## src/rtl/tutorial_ctrl_unit.sv

```systemverilog
// Microsequencer for the 8-bit tutorial datapath: expands {op, imm} into one or two
// register-transfer steps. Define CTRL_BACK_TO_BACK_EN to accept the next instruction during the last step.
module tutorial_ctrl_unit #(
  parameter int unsigned DATA_W = 32,
  parameter int unsigned IMM_W  = 8
) (
  input  logic               clock,
  input  logic               clear,
  input  logic [IMM_W+1:0]   instr,
  input  logic               instr_valid,
  output logic               instr_ready,
  output logic               done,
  output logic               dp_clear,
  output logic [DATA_W-1:0]  AddImmediate,
  output logic [DATA_W-1:0]  RegisterAimmediate,
  output logic               RAout,
  output logic               RBout,
  output logic               RZout,
  output logic               RAin,
  output logic               RBin,
  output logic               RZin
);

  typedef enum logic [1:0] {
    INIT = 2'd0,
    IDLE = 2'd1,
    T1   = 2'd2,
    T2   = 2'd3
  } state_e;

  state_e             state_q, state_d;
  logic [1:0]         op_q, op_d;
  logic [IMM_W-1:0]   imm_q, imm_d;

  logic               ready_q, ready_d;
  logic               done_q, done_d;
  logic               dpclr_q, dpclr_d;
  logic [DATA_W-1:0]  add_imm_q, add_imm_d;
  logic [DATA_W-1:0]  rega_imm_q, rega_imm_d;
  logic               ra_out_q, ra_out_d;
  logic               rb_out_q, rb_out_d;
  logic               rz_out_q, rz_out_d;
  logic               ra_in_q, ra_in_d;
  logic               rb_in_q, rb_in_d;
  logic               rz_in_q, rz_in_d;

  logic               accept;
  logic               last_step_q;
  logic               last_step_d;
  logic [DATA_W-1:0]  imm_ext_d;

  // The handshake uses the registered ready, so instr/instr_valid never reach an output combinationally.
  assign accept      = instr_valid & ready_q;
  assign last_step_q = ((state_q == T1) && !op_q[1]) || (state_q == T2);

  always_comb begin
    state_d = state_q;
    op_d    = op_q;
    imm_d   = imm_q;
    unique case (state_q)
      INIT: state_d = IDLE;
      IDLE: begin
        if (accept) begin
          state_d = T1;
          op_d    = instr[IMM_W+1:IMM_W];
          imm_d   = instr[IMM_W-1:0];
        end
      end
      T1, T2: begin
        if (!last_step_q) begin
          state_d = T2;
        end else if (accept) begin
          state_d = T1;
          op_d    = instr[IMM_W+1:IMM_W];
          imm_d   = instr[IMM_W-1:0];
        end else begin
          state_d = IDLE;
        end
      end
      default: state_d = INIT;
    endcase
  end

  // Outputs are decoded from the next state so they appear registered in the step they belong to.
  assign last_step_d = ((state_d == T1) && !op_d[1]) || (state_d == T2);
  assign imm_ext_d   = DATA_W'(imm_d);

  always_comb begin
    add_imm_d  = '0;
    rega_imm_d = '0;
    ra_out_d   = 1'b0;
    rb_out_d   = 1'b0;
    rz_out_d   = 1'b0;
    ra_in_d    = 1'b0;
    rb_in_d    = 1'b0;
    rz_in_d    = 1'b0;
    if (state_d == T1) begin
      unique case (op_d)
        2'b00: ;
        2'b01: begin
          rega_imm_d = imm_ext_d;
          ra_in_d    = 1'b1;
        end
        default: begin
          ra_out_d  = 1'b1;
          add_imm_d = imm_ext_d;
          rz_in_d   = 1'b1;
        end
      endcase
    end else if (state_d == T2) begin
      rz_out_d = 1'b1;
      ra_in_d  = op_d[0];
      rb_in_d  = !op_d[0];
    end
  end

  always_comb begin
`ifdef CTRL_BACK_TO_BACK_EN
    ready_d = (state_d == IDLE) || last_step_d;
`else
    ready_d = (state_d == IDLE);
`endif
    done_d  = last_step_q;
    dpclr_d = (state_d == INIT);
  end

  always_ff @(posedge clock or negedge clear) begin
    if (!clear) begin
      state_q    <= INIT;
      op_q       <= '0;
      imm_q      <= '0;
      ready_q    <= 1'b0;
      done_q     <= 1'b0;
      dpclr_q    <= 1'b1;
      add_imm_q  <= '0;
      rega_imm_q <= '0;
      ra_out_q   <= 1'b0;
      rb_out_q   <= 1'b0;
      rz_out_q   <= 1'b0;
      ra_in_q    <= 1'b0;
      rb_in_q    <= 1'b0;
      rz_in_q    <= 1'b0;
    end else begin
      state_q    <= state_d;
      op_q       <= op_d;
      imm_q      <= imm_d;
      ready_q    <= ready_d;
      done_q     <= done_d;
      dpclr_q    <= dpclr_d;
      add_imm_q  <= add_imm_d;
      rega_imm_q <= rega_imm_d;
      ra_out_q   <= ra_out_d;
      rb_out_q   <= rb_out_d;
      rz_out_q   <= rz_out_d;
      ra_in_q    <= ra_in_d;
      rb_in_q    <= rb_in_d;
      rz_in_q    <= rz_in_d;
    end
  end

  assign instr_ready        = ready_q;
  assign done               = done_q;
  assign dp_clear           = dpclr_q;
  assign AddImmediate       = add_imm_q;
  assign RegisterAimmediate = rega_imm_q;
  assign RAout              = ra_out_q;
  assign RBout              = rb_out_q;
  assign RZout              = rz_out_q;
  assign RAin               = ra_in_q;
  assign RBin               = rb_in_q;
  assign RZin               = rz_in_q;

endmodule

```

## config.mk

```make
export PLATFORM = sky130hd
export DESIGN_NAME = tutorial_ctrl_unit
export DESIGN_NICKNAME = d
export VERILOG_FILES = /design/src/rtl/tutorial_ctrl_unit.sv
export SDC_FILE = /design/constraint.sdc
export NUM_CORES = 1
export LEC_CHECK = 0
export ABC_AREA = 1
export BUFFER_PORTS_ARGS = -buffer_cell sky130_fd_sc_hd__buf_2
export CAP_MARGIN = 20
export CELL_PAD_IN_SITES_DETAIL_PLACEMENT = 1
export CELL_PAD_IN_SITES_GLOBAL_PLACEMENT = 1
export CORE_MARGIN = 2
export CORE_UTILIZATION = 35
export DETAILED_ROUTE_END_ITERATION = 6
export HOLD_SLACK_MARGIN = 0.08
export PLACE_DENSITY_LB_ADDON = 0.1
export SYNTH_ARGS = -nofsm -noshare
export SYNTH_HDL_FRONTEND = slang
export SYNTH_SLANG_ARGS = --single-unit
export TNS_END_PERCENT = 100
```

## constraint.sdc

```tcl
create_clock -name clock -period 2 [get_ports clock]
set_input_delay 0.3 -clock clock [delete_from_list [all_inputs] [get_ports clock]]
set_output_delay 0.3 -clock clock [all_outputs]
set_load 0.005 [all_outputs]
```

==> impl_metrics.json, run 1 <==
{
  "outcome": "complete, no violations",
  "tns_ps": 0,
  "ys.flop_type": "dfrtp_1",
  "synth-seq-cells": 35,
  "critPathKind": "reg2reg",
  "rr_worst_depth": 6,
  "grt_use_total_pct": 12.8,
  "synth-edff-count": 0,
  "setup.worst_path.end": "RegisterAimmediate[5]$_DFF_PN0_",
  "rsz0062_at_grt": "false",
  "cts_buffers": 5,
  "synth-seq-area-share_pct": 50.7,
  "rows": 25,
  "peakVddDrop_v": 0.000317,
  "min_path_type": "in2async",
  "syn_inst": 188,
  "hold_buffers": 0,
  "critPathCaptureType": "flip-flop",
  "cts.repair.resized": 0,
  "io_buffers": 36,
  "gp_congestion": 0.740,
  "layout_common_cells": "conb_1 (50), buf_2 (36), inv_1 (35)",
  "r2r_end": "RegisterAimmediate[5]$_DFF_PN0_",
  "coreArea_um2": 4750,
  "final_hold_viol_count": 0,
  "postLayoutCellArea_um2": 1890,
  "post_drt_wl_per_cell_um": 10.7,
  "synth_top_area_cell": "dfrtp_1",
  "leakagePower_nw": 1.20,
  "slew_violations": 0,
  "ios": 86,
  "layout_commonest_cell": "conb_1",
  "slew_headroom_pct": 48.6,
  "drc": 0,
  "rr_startpoint": "state_q[0]$_DFF_PN0_",
  "yosysTopAreaCellShare_pct": 49.2,
  "arrival_ps": 1660,
  "post_cts_buffers": 0,
  "clock-sinks": 35,
  "cts_root_buf": "clkbuf_8",
  "gr-total-overflow": 0,
  "ys_types": 17,
  "antenna_found_initial": 0,
  "h-tree-depth": 2,
  "async_reset_ff_share_pct": 100,
  "drt_iter0_markers": 12,
  "start_kind": "flip-flop",
  "clkTransAtPathRegs_ps": 70,
  "fp.dieW_um": 74.3,
  "max_freq_mhz": 686,
  "start_util_pct": 36.4,
  "max-clock-path-buffers": 2,
  "vias": 1090,
  "grt_max_degree": 36,
  "vias_per_cell": 3.68,
  "setup_viol": 0,
  "synth.avg_cell_area_um2": 9.20,
  "place_area_um2": 1790,
  "cp_max_fo": 13,
  "min_period_ps": 1460,
  "grt_pass1_vias": 1073,
  "startpoint": "state_q[0]$_DFF_PN0_",
  "fin_skew_ps": 5.81,
  "n_fill_cell": 604,
  "ys_warn_count": 0,
  "dr.pass1.iters": 4,
  "final_layout_size_suffix_gt1_share_pct": 28.8,
  "die_h_um": 74.3,
  "clock_latency_ps": 280,
  "syn_to_final_growth_pct": 9.04,
  "dp_hpwl_um": 2360,
  "cts_tree": "built",
  "syn_area_um2": 1730,
  "maxCapViolCount": 0,
  "worstMarginPinSlew_ps": 771,
  "grt_pass1_wl_um": 5080,
  "fin_nets": 241,
  "die_area_um2": 5520,
  "crit_required_ps": 2200,
  "drt_wl_total_um": 3160,
  "cellPowerDensity_nw_per_um2": 1240,
  "synth_area_leaders": "dfrtp_1 (49%), buf_4 (22%), inv_1 (7.6%)",
  "ant_nets": 0,
  "min_period_over_period_pct": 72.8,
  "n_antenna_cell": 0,
  "rrSetupSlack_ps": 540
}
## how the worst min path moves through the flow
| stage | to | slack, ps | cells past startpoint |
|---|---|---|---|
| after floorplan | AddImmediate[0]$_DFF_PN0_ | 4 | 0 |
| after global placement | RZout$_DFF_PN0_ | 410 | 1 |
| after detailed placement | instr_ready$_DFF_PN0_ | 430 | 1 |
| after CTS | instr_ready$_DFF_PN0_ | 110 | 1 |
| after global routing | op_q[1]$_DFF_PN0_ | 160 | 1 |
| final | RBin$_DFF_PN0_ | 90 | 1 |
## worst max-delay path: stages (launching register included)
cell     delay, ps
dfrtp_1        370
inv_2           70
nand2_2        210
nand3_4        230
nor2_1         170
nand2_2        160
nor2_1         150
## cells in the mapped netlist, types with 2 or more instances
library cell,count
inv_1,35
buf_4,50
dfrtp_1,34
nand2_2,17
nor2_1,22
inv_2,2
nand3_1,10
nand2_1,9
## metrics by stage
step                      worst slack, ps  instances  hold slack, ps  utilization [%]  total power, mW
final                                 543        296            86.7             39.7             2.33
after global placement                621        288             411             37.6             1.77
after CTS                             497        296             111             39.7             2.38
after floorplan                       936        237            4.41                -             1.63
after detailed placement              532        288             426             37.6             1.81
after global routing                  382        296             155             39.7             2.55
## per-layer routing
metal | vias to the layer above | global-route usage (%) | part of all wire [%]
li1 | 520 | - | -
met1 | 509 | 14.2 | 40
met2 | 55 | 22.2 | 51
met3 | 6 | 3.66 | 7.3
met4 | 0 | 6.55 | 2.1
met5 | - | 0 | 0
## cell families after synthesis
| logic type | share of synthesized area, % |
|---|---|
| AO/OA/AOI/OAI | 0.289 |
| buffers and inverters | 30.7 |
| flip-flops | 50.7 |
| other | 0.217 |
| AND/OR/NAND/NOR | 18.1 |
## power breakdown
group | total [mW] | internal [mW] | switching [mW]
Clock | 0.556 | 0.314 | 0.242
Combinational | 0.770 | 0.258 | 0.512
Sequential | 1.01 | 0.924 | 0.0813
## final cells by class
type	count	area (um2)	share of cell area [%]
clock buffer	8	100	5.31
timing repair buffer	36	180	9.55
sequential	35	877	46.5
multi-input combinational	113	507	26.9
tap	67	83.8	4.44
inverter	37	139	7.36
## registers in the layout, summed over array words and instances, names as in the netlist
| register | cells |
|---|---|
| RZin | 1 |
| RegisterAimmediate | 8 |
| RZout | 1 |
| state_q | 2 |
| imm_q | 8 |
| dp_clear | 1 |
| AddImmediate | 8 |
| RAin | 1 |
| instr_ready | 1 |
| op_q | 2 |
| done | 1 |
| RBin | 1 |
No activity file was read; power rests on OpenSTA's default activity.
==> inputs of run 2 (changes only) <==
--- a/config.mk
+++ b/config.mk
@@ -11,7 +11,7 @@
 export CELL_PAD_IN_SITES_DETAIL_PLACEMENT = 1
 export CELL_PAD_IN_SITES_GLOBAL_PLACEMENT = 1
 export CORE_MARGIN = 2
-export CORE_UTILIZATION = 35
+export CORE_UTILIZATION = 32
 export DETAILED_ROUTE_END_ITERATION = 6
 export HOLD_SLACK_MARGIN = 0.08
 export PLACE_DENSITY_LB_ADDON = 0.1
==> constraint.sdc (replaced) <==
create_clock -name clock -period 1.44 [get_ports clock]
set_input_delay 0.216 -clock clock [delete_from_list [all_inputs] [get_ports clock]]
set_output_delay 0.216 -clock clock [all_outputs]
set_load 0.005 [all_outputs]
==> run 2 against run 1 <==
Compared with the run above: total power is 41% higher; clock skew hardly changed; register-to-register slack worse by 330 ps; sequential power is 39% higher; largest power group unchanged; critical endpoint is now RAin$_DFF_PN0_.
==> impl_metrics.json, run 2 (synthesized netlist as in run 1, its figures left out) <==
{
  "maxCapViolCount": 0,
  "grt_use_met2_pct": 17.7,
  "fin_util_pct": 37.5,
  "post-place-ws_ps": 196,
  "power_frac_comb_pct": 34.1,
  "dpl.cell_count": 296,
  "vias": 1091,
  "die_area_um2": 6010,
  "power_frac_clock_pct": 23.4,
  "r2r_end": "RAin$_DFF_PN0_",
  "post_drt_wl_per_cell_um": 10.0,
  "critPathKind": "reg2reg",
  "gp_congestion": 0.708,
  "drc": 0,
  "cpPeakStageDelay_ps": 370,
  "peakVddDrop_v": 0.000396,
  "rr_startpoint": "instr_ready$_DFF_PN0_",
  "internal_power_mw": 2.13,
  "power_frac_seq_pct": 42.5,
  "multiInputGateArea_um2": 507,
  "leakagePower_nw": 1.23,
  "start_kind": "flip-flop",
  "cts_buffers": 5,
  "antenna_found_initial": 0,
  "tns_ps": 0,
  "rr_worst_depth": 6,
  "critPathSlowestCell": "dfrtp_1",
  "h-tree-depth": 2,
  "startpoint": "instr_ready$_DFF_PN0_",
  "clock_latency_ps": 280,
  "fin_cells": 305,
  "fin_skew_ps": 5.74,
  "rsz0062_at_grt": "false",
  "cellPowerDensity_nw_per_um2": 1690,
  "min_path_type": "in2reg",
  "arrival_ps": 1370,
  "grt_use_total_pct": 10.9,
  "fp.dieW_um": 77.5,
  "hold_depth": 3,
  "clkTransAtPathRegs_ps": 70,
  "grt_pass1_wl_um": 4950,
  "vias_per_cell": 3.58,
  "cts.repair.resized": 0,
  "final_layout_size_suffix_gt1_share_pct": 30.2,
  "n_antenna_cell": 0,
  "grt_max_degree": 36,
  "io_buffers": 36,
  "p_switching_mw": 1.15,
  "sw_frac_of_total_pct": 35.1,
  "grt_pass1_vias": 1046,
  "crit_required_ps": 1590,
  "clock-sinks": 35,
  "coreArea_um2": 5170,
  "gr-total-overflow": 0,
  "slew_violations": 0,
  "cp_common_cell": "nand2_1",
  "setup.worst_path.end": "RAin$_DFF_PN0_",
  "min_period_ps": 1220,
  "rrSetupSlack_ps": 220,
  "crit_chain": "nand2_1 > inv_1 > nand3_4 > nor2_1 > nand2_2 > nand2_1",
  "grtUsageMet3_pct": 2.33,
  "fin_nets": 247,
  "ant_nets": 0,
  "drt_iter0_markers": 16,
  "min_period_over_period_pct": 85.0,
  "start_util_pct": 33.5,
  "cts_tree": "built",
  "dp_hpwl_um": 2300,
  "ios": 86,
  "die_h_um": 77.5,
  "layout_common_cells": "conb_1 (50), buf_2 (36), inv_1 (35)",
  "top_usage_layer": "met2",
  "rows": 26,
  "max-clock-path-buffers": 2,
  "use_met1_pct": 13.0,
  "max_freq_mhz": 817,
  "cp_max_fo": 9,
  "fin_ws_ps": 217,
  "cts_root_buf": "clkbuf_8",
  "critPathCaptureType": "flip-flop",
  "layout_commonest_cell": "conb_1",
  "syn_to_final_growth_pct": 12.0,
  "outcome": "complete, no violations",
  "drt_wl_total_um": 3060,
  "dr.pass1.iters": 3,
  "final_hold_viol_count": 0,
  "setup_viol": 0,
  "n_fill_cell": 648,
  "layout.area.seq_um2": 877
}
run 2: cell types whose count changed in the layout (fill, tap and decap cells not counted), sizes merged:
cell,previous run,this run
buf,36,41
dlygate4sd3,0,1
run 2: area by class of cell:
| cell class | instances | area share [%] |
|---|---|---|
| clock buffers | 8 | 5.16 |
| repair buffers | 42 | 11.7 |
| multi-input cells | 113 | 26.1 |
| flip-flops and latches | 35 | 45.3 |
| inverters | 37 | 7.17 |
| well taps | 70 | 4.52 |
run 2: power by group through the flow:
stage / combinational, mW / clock (mW) / sequential, mW
after floorplan: 0.844 / 0 / 1.42
after global placement: 1.14 / 0 / 1.41
after detailed placement: 1.15 / 0 / 1.42
after CTS: 1.16 / 0.801 / 1.40
after global routing: 1.30 / 0.852 / 1.43
final: 1.12 / 0.767 / 1.40
run 2: critical path, delay by kind of cell (launching register included):
kind / cells / cell delay [ps]
simple gates: 5 / 640
flops: 1 / 370
buf+inv: 1 / 90
run 2: how the worst min path moves through the flow:
stage,slack [ps],endpoint,startpoint
floorplan,-80,AddImmediate[0]$_DFF_PN0_,clear
detailed placement,280,RAin$_DFF_PN0_,clear
CTS,180,op_q[0]$_DFF_PN0_,instr[8]
global placement,280,done$_DFF_PN0_,clear
finish,180,op_q[0]$_DFF_PN0_,instr[8]
global route,180,op_q[0]$_DFF_PN0_,instr[8]
run 2: metal layers:
layer	up-vias	share of wire, %	routed length, um
met4	0	3.0	93
met3	8	6.6	203
met2	50	49	1510
met5	-	0	0
li1	532	-	-
met1	501	41	1250
run 2: repair_timing:
item | in CTS | in global routing
setup endpoints to repair | 0 | 0
hold buffers | 1 | 0
buffers inserted | 0 | 0
endpoints found under the hold margin | 34 | 0
run 2: through the flow:
stage / hold WS, ps / cell area, um2 / power (mW)
3_5_place_dp: 284 / 1830 / 2.57
2_1_floorplan: -79.6 / 1910 / 2.26
3_3_place_gp: 281 / 1830 / 2.55
4_1_cts: 176 / 1940 / 3.36
5_1_grt: 178 / 1940 / 3.57
6_report: 177 / 1940 / 3.28
==> inputs of run 3 (changes only) <==
--- a/config.mk
+++ b/config.mk
@@ -11,7 +11,7 @@
 export CELL_PAD_IN_SITES_DETAIL_PLACEMENT = 1
 export CELL_PAD_IN_SITES_GLOBAL_PLACEMENT = 1
 export CORE_MARGIN = 2
-export CORE_UTILIZATION = 32
+export CORE_UTILIZATION = 29
 export DETAILED_ROUTE_END_ITERATION = 6
 export HOLD_SLACK_MARGIN = 0.08
 export PLACE_DENSITY_LB_ADDON = 0.1
==> constraint.sdc (replaced) <==
create_clock -name clock -period 1 [get_ports clock]
set_input_delay 0.15 -clock clock [delete_from_list [all_inputs] [get_ports clock]]
set_output_delay 0.15 -clock clock [all_outputs]
set_load 0.005 [all_outputs]
==> run 3 against run 2 <==
Compared with the run above: highest routed layer unchanged; critical endpoint is now AddImmediate[7]$_DFF_PN0_; critical path depth up 1; clock-buffer cell count decreased by 1; maximum frequency grew 5.4%; the run now ends with setup timing left; cell area up 11%; total power grew 60%; sequential cell count stayed put; via count is 5.1% higher; cell count rose by 4.6%; first-iteration DRC count is 63% higher; die area rose by 9.8%; utilization shrank 0.81 points.
==> impl_metrics.json, run 3 (synthesized netlist as in run 1, its figures left out) <==
{
  "drt_wl_total_um": 3530,
  "grt_pass1_vias": 1084,
  "outcome": "complete, but fails checks",
  "grt_use_total_pct": 11.2,
  "antenna_found_initial": 0,
  "die_area_um2": 6600,
  "fin_skew_ps": 2.50,
  "dpl.cell_count": 306,
  "cp_num_buf_inv": 2,
  "syn_to_final_growth_pct": 23.9,
  "vias": 1147,
  "dp_hpwl_um": 2500,
  "final_layout_size_suffix_gt1_share_pct": 41.4,
  "start_kind": "flip-flop",
  "layout_commonest_cell": "conb_1",
  "post_drt_wl_per_cell_um": 11.1,
  "cp_common_cell": "nand2_4",
  "dr.pass1.iters": 4,
  "clkTransAtPathRegs_ps": 70,
  "peakVddDrop_v": 0.000938,
  "leakagePower_nw": 1.31,
  "gr-total-overflow": 0,
  "critPathCaptureType": "flip-flop",
  "die_h_um": 81.2,
  "maxCapViolCount": 0,
  "start_util_pct": 29.6,
  "rows": 28,
  "fp.dieW_um": 81.2,
  "clock_latency_ps": 280,
  "cts_root_buf": "clkbuf_8",
  "max-clock-path-buffers": 2,
  "critPathTopFamily": "simple AND/OR/NAND/NOR gates",
  "tns_ps": -3920,
  "setup_viol": 31,
  "min_path_type": "in2reg",
  "violations": "setup timing",
  "crit_chain": "nand2_4 > inv_2 > nand3_4 > buf_6 > nand2_2 > nand2_4 > nor2_2",
  "critPathKind": "reg2reg",
  "layout_common_cells": "conb_1 (50), buf_2 (35), dfrtp_1 (34)",
  "drc": 0,
  "holdWs_ps": 202,
  "fin_util_pct": 36.7,
  "final_hold_viol_count": 0,
  "coreArea_um2": 5850,
  "cp_max_fo": 5,
  "max_freq_mhz": 862,
  "fin_ws_ps": -161,
  "h-tree-depth": 2,
  "slew_violations": 0,
  "min_period_ps": 1160,
  "vias_per_cell": 3.60,
  "drt_iter0_markers": 26,
  "grt_pass1_wl_um": 5310,
  "critPathSlowestCell": "dfrtp_1",
  "rsz0062_at_grt": "true",
  "cpPeakStageDelay_ps": 400,
  "gp_congestion": 0.736,
  "cts_buffers": 5,
  "io_buffers": 36,
  "arrival_ps": 1380,
  "cts_tree": "built",
  "fin_nets": 256,
  "ios": 86,
  "fin_cells": 319,
  "grt_max_degree": 29,
  "clock-sinks": 35,
  "n_antenna_cell": 0,
  "crit_required_ps": 1220,
  "min_period_over_period_pct": 116,
  "ant_nets": 0,
  "totalPowerFinal_mw": 5.27,
  "cellPowerDensity_nw_per_um2": 2460
}
==> run 3: cell type report <==
class	instances	area, um2
clock inverter	1	5.00
fill	718	3710
timing repair buffer	49	320
multi-input combinational	115	633
inverter	37	139
sequential	35	877
tap	75	93.8
clock buffer	7	76.3
==> run 3: path summary, 6_finish.rpt <==
kind / from / endpoint / slack (ps) / depth (start not counted)
worst max-delay path: instr_ready$_DFF_PN0_ / AddImmediate[7]$_DFF_PN0_ / -160 / 7
worst min register to register: op_q[0]$_DFF_PN0_ / RAin$_DFF_PN0_ / 540 / 2
worst min-delay path: instr[4] / imm_q[4]$_DFF_PN0_ / 200 / 5
max in group asynchronous: clear / imm_q[6]$_DFF_PN0_ / 310 / 3
worst max register to register: instr_ready$_DFF_PN0_ / AddImmediate[7]$_DFF_PN0_ / -160 / 7
min in group asynchronous: clear / AddImmediate[7]$_DFF_PN0_ / 260 / 2
==> run 3: worst min-delay path, cell delays in order <==
cell and delay, ps:
buf_2 80, inv_1 40, nand3_2 90, nand2_4 60
inv_2 40
==> run 3: repair_timing <==
action / 4_1_cts / 5_1_grt
cloned: 1 / 1
endpoints found under the hold margin: 36 / 0
hold buffers: 2 / 0
endpoints found under the setup margin: 31 / 33
setup buffers: 1 / 1
pin swaps: 4 / 7
resized for setup: 18 / 20
==> run 3: report_power, final <==
group | switching (mW) | internal [mW]
Clock | 0.479 | 0.488
Sequential | 0.178 | 1.85
Combinational | 1.36 | 0.916
Total | 2.02 | 3.25
==> run 3: metrics by stage <==
step | setup WS [ps] | cell area (um2)
after floorplan | -34.2 | 1920
after global placement | -181 | 1890
after detailed placement | -208 | 1890
after CTS | -142 | 2070
after global routing | -245 | 2140
final | -161 | 2140
==> run 3: layer usage <==
| layer | share of wire [%] | global-route usage [%] |
|---|---|---|
| met3 | 7.8 | 3.78 |
| met4 | 1.6 | 4.58 |
| met1 | 42 | 14.4 |
| met5 | 0 | 0 |
| met2 | 49 | 17.3 |
